File: config.mk
export PLATFORM = sky130hd
export DESIGN_NAME = sound_arbiter
export DESIGN_NICKNAME = d
export VERILOG_FILES = /design/src/rtl/sound_arb_pkg.sv /design/src/rtl/arb_timer.sv /design/src/rtl/sound_arbiter.sv
export SDC_FILE = /design/constraint.sdc
export NUM_CORES = 1
export LEC_CHECK = 0
export BUFFER_PORTS_ARGS = -buffer_cell sky130_fd_sc_hd__buf_2
export CAP_MARGIN = 20
export CORE_MARGIN = 8
export CORE_UTILIZATION = 50
export CTS_CLUSTER_SIZE = 16
export DETAILED_ROUTE_END_ITERATION = 6
export HOLD_SLACK_MARGIN = 0.03
export PLACE_DENSITY = 0.76
export SLEW_MARGIN = 5
export SYNTH_ARGS = -nofsm -noshare
export SYNTH_HDL_FRONTEND = slang
export SYNTH_SLANG_ARGS = --single-unit
File: constraint.sdc
create_clock -name clock -period 2.4 [get_ports clock]
set_input_delay 0.24 -clock clock [delete_from_list [all_inputs] [get_ports clock]]
set_output_delay 0.24 -clock clock [all_outputs]
set_load 0.02 [all_outputs]
File: src/rtl/sound_arb_pkg.sv
// ---------------------------------------------------------------------------
// sound_arb_pkg
// Shared definitions for the piezo sound arbiter: the arbiter state
// encoding, the sound-code width, the "no tone" code, the bit positions of
// the one-hot grant vector, and a helper that maps a state to its grant.
// ---------------------------------------------------------------------------
package sound_arb_pkg;

   localparam int SOUND_W = 13;

   localparam logic [SOUND_W-1:0] SILENCE = 13'd0;

   // Bit positions inside the one-hot grant vector {alarm, click, lull}
   localparam int GNT_ALARM = 2;
   localparam int GNT_CLICK = 1;
   localparam int GNT_LULL  = 0;

   typedef enum logic [2:0] {
      IDLE       = 3'd0,
      GAP        = 3'd1,
      PLAY_ALARM = 3'd2,
      PLAY_CLICK = 3'd3,
      PLAY_LULL  = 3'd4
   } arb_state_t;

   // One-hot owner for a state; IDLE and GAP own nothing
   function automatic logic [2:0] grant_of(input arb_state_t st);
      logic [2:0] g;
      g = 3'b000;
      case (st)
         PLAY_ALARM: g[GNT_ALARM] = 1'b1;
         PLAY_CLICK: g[GNT_CLICK] = 1'b1;
         PLAY_LULL:  g[GNT_LULL]  = 1'b1;
         default:    g = 3'b000;
      endcase
      return g;
   endfunction

endpackage

File: src/rtl/arb_timer.sv
// ---------------------------------------------------------------------------
// arb_timer
// Loadable down counter shared by the gap and click phases of the arbiter.
// It stops at zero instead of wrapping; "expired" is high while the count
// is zero, i.e. during the last cycle of a loaded interval.
// Ports:
//   clock      - system clock
//   reset      - synchronous active-high reset (count returns to 0)
//   load       - load load_value this cycle (wins over counting)
//   load_value - value loaded (interval length minus one)
//   expired    - count is zero
// ---------------------------------------------------------------------------
module arb_timer #(
   parameter int unsigned W = 8
) (
   input  logic         clock,
   input  logic         reset,
   input  logic         load,
   input  logic [W-1:0] load_value,
   output logic         expired
);

   logic [W-1:0] count_r;

   // Count register: load, else decrement until it rests at zero
   always_ff @(posedge clock) begin
      if (reset) begin
         count_r <= {W{1'b0}};
      end else if (load) begin
         count_r <= load_value;
      end else if (count_r != {W{1'b0}}) begin
         count_r <= count_r - W'(1'b1);
      end else begin
         count_r <= count_r;
      end
   end

   assign expired = (count_r == {W{1'b0}});

endmodule

File: src/rtl/sound_arbiter.sv
// ---------------------------------------------------------------------------
// sound_arbiter
// Shares one piezo tone generator between the alarm melody, the keypad
// click and the sleep lullaby. Priority is alarm > click > lullaby, and a
// silent gap of GAP_CYCLES is inserted whenever ownership changes hands
// between two sources (never when starting from idle).
//
// Optional feature macro: SOUND_ARBITER_CLICK_EN
//   defined   - keypad click path is present
//   undefined - click_pulse is ignored, grant[1] is always 0, and the
//               arbitration is alarm > lullaby only
//
// Ports:
//   clock        - system clock
//   reset        - synchronous active-high reset
//   alarm_req    - level request from the alarm path
//   alarm_sound  - alarm beat code
//   lull_req     - level request from the lullaby path
//   lull_sound   - lullaby beat code
//   click_pulse  - single-cycle key-press pulse
//   playSound    - registered code driven to the piezo
//   grant        - registered one-hot owner {alarm, click, lull}
//   busy         - registered, high whenever the arbiter is not idle
// ---------------------------------------------------------------------------
module sound_arbiter
   import sound_arb_pkg::*;
#(
   parameter int unsigned        CLICK_CYCLES = 32'd2500000,
   parameter int unsigned        GAP_CYCLES   = 32'd50000,
   parameter logic [SOUND_W-1:0] CLICK_SOUND  = 13'd1,
   parameter logic [SOUND_W-1:0] SILENCE      = sound_arb_pkg::SILENCE
) (
   input  logic               clock,
   input  logic               reset,
   input  logic               alarm_req,
   input  logic [SOUND_W-1:0] alarm_sound,
   input  logic               lull_req,
   input  logic [SOUND_W-1:0] lull_sound,
   input  logic               click_pulse,
   output logic [SOUND_W-1:0] playSound,
   output logic [2:0]         grant,
   output logic               busy
);

   localparam int unsigned MAX_CYCLES = (CLICK_CYCLES > GAP_CYCLES) ? CLICK_CYCLES : GAP_CYCLES;
   localparam int TIMER_W = (MAX_CYCLES > 32'd1) ? $clog2(MAX_CYCLES) : 1;

   localparam logic [TIMER_W-1:0] GAP_LOAD   = TIMER_W'(GAP_CYCLES - 32'd1);

`ifdef SOUND_ARBITER_CLICK_EN
   localparam logic [TIMER_W-1:0] CLICK_LOAD = TIMER_W'(CLICK_CYCLES - 32'd1);
   localparam logic [2:0]         GRANT_MASK = 3'b111;
`else
   localparam logic [2:0]         GRANT_MASK = 3'b101;
`endif

   arb_state_t         state_r;
   arb_state_t         next_s;
   logic               click_req_s;
   logic               timer_load_s;
   logic [TIMER_W-1:0] timer_value_s;
   logic               timer_expired_s;
   logic [SOUND_W-1:0] play_next_s;
   logic [SOUND_W-1:0] play_r;
   logic [2:0]         grant_r;
   logic               busy_r;

   // Highest-priority requester, or IDLE when nobody asks
   function automatic arb_state_t pick_owner(input logic a, input logic c, input logic l);
      arb_state_t s;
      if (a) begin
         s = PLAY_ALARM;
      end else if (c) begin
         s = PLAY_CLICK;
      end else if (l) begin
         s = PLAY_LULL;
      end else begin
         s = IDLE;
      end
      return s;
   endfunction

`ifdef SOUND_ARBITER_CLICK_EN
   logic pend_r;
   logic click_acc_s;

   // A pulse is accepted unless a click is already playing or the alarm
   // claims this cycle; an accepted pulse counts as a request immediately.
   assign click_acc_s = click_pulse & ~alarm_req & (state_r != PLAY_CLICK);
   assign click_req_s = pend_r | click_acc_s;

   // Pending click flag: collapses repeated pulses, cleared when the click starts
   always_ff @(posedge clock) begin
      if (reset) begin
         pend_r <= 1'b0;
      end else if (next_s == PLAY_CLICK) begin
         pend_r <= 1'b0;
      end else if (click_acc_s) begin
         pend_r <= 1'b1;
      end else begin
         pend_r <= pend_r;
      end
   end
`else
   logic unused_click_s;

   assign click_req_s    = 1'b0;
   assign unused_click_s = click_pulse ^ (^CLICK_SOUND);
`endif

   // Next-state arbitration
   always_comb begin
      next_s = state_r;
      case (state_r)
         IDLE: begin
            next_s = pick_owner(alarm_req, click_req_s, lull_req);
         end
         GAP: begin
            // Requests are only looked at in the final gap cycle
            if (timer_expired_s) begin
               next_s = pick_owner(alarm_req, click_req_s, lull_req);
            end else begin
               next_s = GAP;
            end
         end
         PLAY_ALARM: begin
            if (alarm_req) begin
               next_s = PLAY_ALARM;
            end else if (click_req_s || lull_req) begin
               next_s = GAP;
            end else begin
               next_s = IDLE;
            end
         end
`ifdef SOUND_ARBITER_CLICK_EN
         PLAY_CLICK: begin
            if (alarm_req) begin
               next_s = GAP;
            end else if (timer_expired_s) begin
               next_s = lull_req ? GAP : IDLE;
            end else begin
               next_s = PLAY_CLICK;
            end
         end
`endif
         PLAY_LULL: begin
            if (alarm_req || click_req_s) begin
               next_s = GAP;
            end else if (!lull_req) begin
               next_s = IDLE;
            end else begin
               next_s = PLAY_LULL;
            end
         end
         default: begin
            next_s = IDLE;
         end
      endcase
   end

   // Timer reload on entry into a timed phase
   always_comb begin
      timer_load_s  = 1'b0;
      timer_value_s = {TIMER_W{1'b0}};
      if ((next_s == GAP) && (state_r != GAP)) begin
         timer_load_s  = 1'b1;
         timer_value_s = GAP_LOAD;
      end
`ifdef SOUND_ARBITER_CLICK_EN
      else if ((next_s == PLAY_CLICK) && (state_r != PLAY_CLICK)) begin
         timer_load_s  = 1'b1;
         timer_value_s = CLICK_LOAD;
      end
`endif
      else begin
         timer_load_s  = 1'b0;
         timer_value_s = {TIMER_W{1'b0}};
      end
   end

   arb_timer #(
      .W (TIMER_W)
   ) u_timer (
      .clock      (clock),
      .reset      (reset),
      .load       (timer_load_s),
      .load_value (timer_value_s),
      .expired    (timer_expired_s)
   );

   // Next piezo code: a beat source is forwarded one cycle late, so the
   // first cycle of a new owner is still silent; the click is a constant.
   always_comb begin
      play_next_s = SILENCE;
      case (next_s)
         PLAY_ALARM: play_next_s = (state_r == PLAY_ALARM) ? alarm_sound : SILENCE;
         PLAY_LULL:  play_next_s = (state_r == PLAY_LULL) ? lull_sound : SILENCE;
`ifdef SOUND_ARBITER_CLICK_EN
         PLAY_CLICK: play_next_s = CLICK_SOUND;
`endif
         default:    play_next_s = SILENCE;
      endcase
   end

   // State and registered outputs
   always_ff @(posedge clock) begin
      if (reset) begin
         state_r <= IDLE;
         play_r  <= SILENCE;
         grant_r <= 3'b000;
         busy_r  <= 1'b0;
      end else begin
         state_r <= next_s;
         play_r  <= play_next_s;
         grant_r <= grant_of(next_s) & GRANT_MASK;
         busy_r  <= (next_s != IDLE);
      end
   end

   assign playSound = play_r;
   assign grant     = grant_r;
   assign busy      = busy_r;

endmodule

==> qor.csv <==
stage,metric,value,unit
synth,YS warnings,0,
job,number of max-cap violations,0,
clock_network,Root Buffer,clkbuf_8,
status,status,finished clean,
sta,setup TNS,0,ns
setup_path,R2R setup slack,0.36,ns
sta,"Slew Viols, Final",0,
synth,syn_area_per_cell,8.99,µm²
worst_hold_path,HP Class,input pin to register,
drt,First-pass DRT Iterations,4,
global_routing,pin count of the biggest net entering global routing,42,
synth,Post-Syn Instances,215,
setup_path,CP Max Fanout,10,
sta,Slew headroom,57.4,%
finish,# diodes,0,
clock_network,CTS Buf Count,5,
clock_network,"Reg clk slew, reported paths",0.08,ns
synth,sequential area share after synthesis,42.5,%
synth,"Distinct cells, synth",40,
setup_path,critical path type,register to register,
drt,Routed Antenna Nets,0,
sta,max frequency,491,MHz
clock_network,worst skew pair latency,0.29,ns
die,# IOs,48,
clock_network,clk buf depth,2,
pwr,Overall Power,2920,µW
synth,Synth Register Bits,41,
setup_path,Setup crit end kind,register,
setup_path,Worst EP required,2.61,ns
setup_path,R2R depth,6,
place,hpwl dp,3210,µm
sta,RSZ-0062 raised after global routing,false,
global_routing,global-route wire length before repair,8070,µm
drt,Vias,1798,
drt,Avg WL per Cell,14.8,µm
finish,P&R area growth vs syn,18.2,%
sta,Period minus WS final,2.04,ns
pwr,VDD IR max,0.580,mV
sta,worst-case clock skew,0.00614,ns
global_routing,vias in the first global route,1759,
drt,# DRC,0,
setup_path,Critical Path Start Type,register,
global_routing,initial antenna violation count,0,
place,gpl congestion,0.749,
die,Initial Util,52.4,%
sta,Worst-Margin Slew,0.639,ns
worst_hold_path,Worst Hold Depth,3,
clock_network,clock sinks,41,
clock_network,Resized cells post-CTS,0,
die,Die Ht,78.2,µm
clock_network,CTS tree,built,
finish,nets,291,
sta,Final Cycle Share,84.8,%
drt,starting DRC count in detailed routing,104,
global_routing,overall global routing resource usage,15.4,%
synth,ys async rst share,0,%
clock_network,number of setup buffers added after CTS,0,
synth,synthesized net count,248,
die,core footprint,3690,µm²
place,IO Port Bufs,45,
synth,"EDFF count, synth",0,
die,Die Wd,78.2,µm
clock_network,H-tree levels,2,
finish,layout cells sized above 1,24.8,%
sta,final-report setup violation count,0,
pwr,Power per Cell Area,1280,nW/µm²
die,Rows,22,
sta,final hold vios,0,
drt,routed vias/inst,5.88,
setup_path,WP data arrival,2.24,ns
drt,final wirelength,4540,µm
clock_network,cts hold-fix bufs,0,
pwr,Lkg Pwr,0.000928,µW
die,Die ar.,6110,µm²
synth,Netlist Area Pre-Place,1930,µm²
global_routing,total grt overflow,0,
synth,most used flip-flop cell after synthesis,dfxtp_1,
critical path, cell delays in order (launching register included):
cell,delay [ns]
dfxtp_1,0.33
inv_1,0.12
ha_1,0.16
nor4b_1,0.46
nand4_2,0.33
o31a_1,0.36
nor3_1,0.19
cells in the final DEF, fill, tap and decap left out, types with 3 or more instances in the layout:
master	n
dfxtp_1	41
nor4_1	11
mux2i_1	12
a31oi_1	6
or4_1	5
nor3_1	5
buf_4	5
nand2b_1	3
o211ai_1	3
nor4b_1	3
a21oi_1	8
nor2_1	22
o2111ai_1	3
nand2_1	4
clkbuf_8	6
o31ai_1	4
inv_1	4
nand3_1	12
a22oi_1	13
or3_1	16
buf_2	45
power by group:
| part | internal [µW] | total, µW | switching (µW) |
|---|---|---|---|
| registers | 858 | 1030 | 175 |
| clock network | 227 | 452 | 225 |
| logic | 571 | 1430 | 864 |
| total | 1660 | 2920 | 1260 |
cells by family after synthesis:
kind of cell    count (synthesis)  share of synthesized area (%)
compound gates                 45                           16.2
fa+ha+maj                       2                           1.30
buf+inv                        18                           3.95
flops                          41                           42.5
mux                            12                           6.22
other cells                     1                          0.194
simple gates                   96                           29.7
through the flow:
| stage | worst slack [ns] | instances | cell area [µm²] | util, % | hold slack [ns] |
|---|---|---|---|---|---|
| floorplan | 0.680 | 215 | 1930 | - | 0.388 |
| global placement | 0.489 | 299 | 2190 | 59.5 | 0.474 |
| detailed placement | 0.361 | 299 | 2190 | 59.5 | 0.478 |
| CTS | 0.363 | 306 | 2280 | 61.9 | 0.179 |
| global route | 0.114 | 306 | 2280 | 61.9 | 0.193 |
| finish | 0.365 | 306 | 2280 | 61.9 | 0.184 |
synth_stat cells, drive strengths merged (5+ instances only):
cell | count | area [µm²]
a21oi | 8 | 40.0
dfxtp | 41 | 821
nor4 | 12 | 90.1
nand3 | 14 | 80.1
a22oi | 13 | 97.6
or3 | 16 | 100
a31oi | 6 | 37.5
nor3 | 5 | 25.0
mux2i | 12 | 120
or4 | 5 | 37.5
nor2 | 22 | 82.6
clkbuf | 10 | 37.5
routing by layer:
layer	vias up	GRT usage [%]	part of all wire (%)
met5	-	0	0
met4	0	3.33	0.64
met3	5	4.78	5.9
met2	44	25.9	48
met1	843	18.6	45
li1	906	-	-
registers in the layout, indices dropped and copies added, names as in the netlist:
signal           cells
playSound           13
state_r              3
grant                2
u_timer.count_r     22
busy                 1
path summary, 6_finish.rpt:
| kind | startpoint | end |
|---|---|---|
| worst max register to register | u_timer.count_r[0] | grant[2] |
| worst max-delay path | u_timer.count_r[0] | grant[2] |
| worst min register to register | u_timer.count_r[21] | u_timer.count_r[21] |
| worst min-delay path | lull_sound[2] | playSound[2] |
layout make-up:
cell class	count	area [µm²]
Tap cell	48	60.1
Clock buffer	6	82.6
Timing Repair Buffer	50	263
Sequential cell	41	821
Inverter	4	15.0
Clock inverter	1	7.51
Fill cell	325	1410
Multi-Input combinational cell	156	1030
Note: power is estimated with default switching activity, not from simulation.
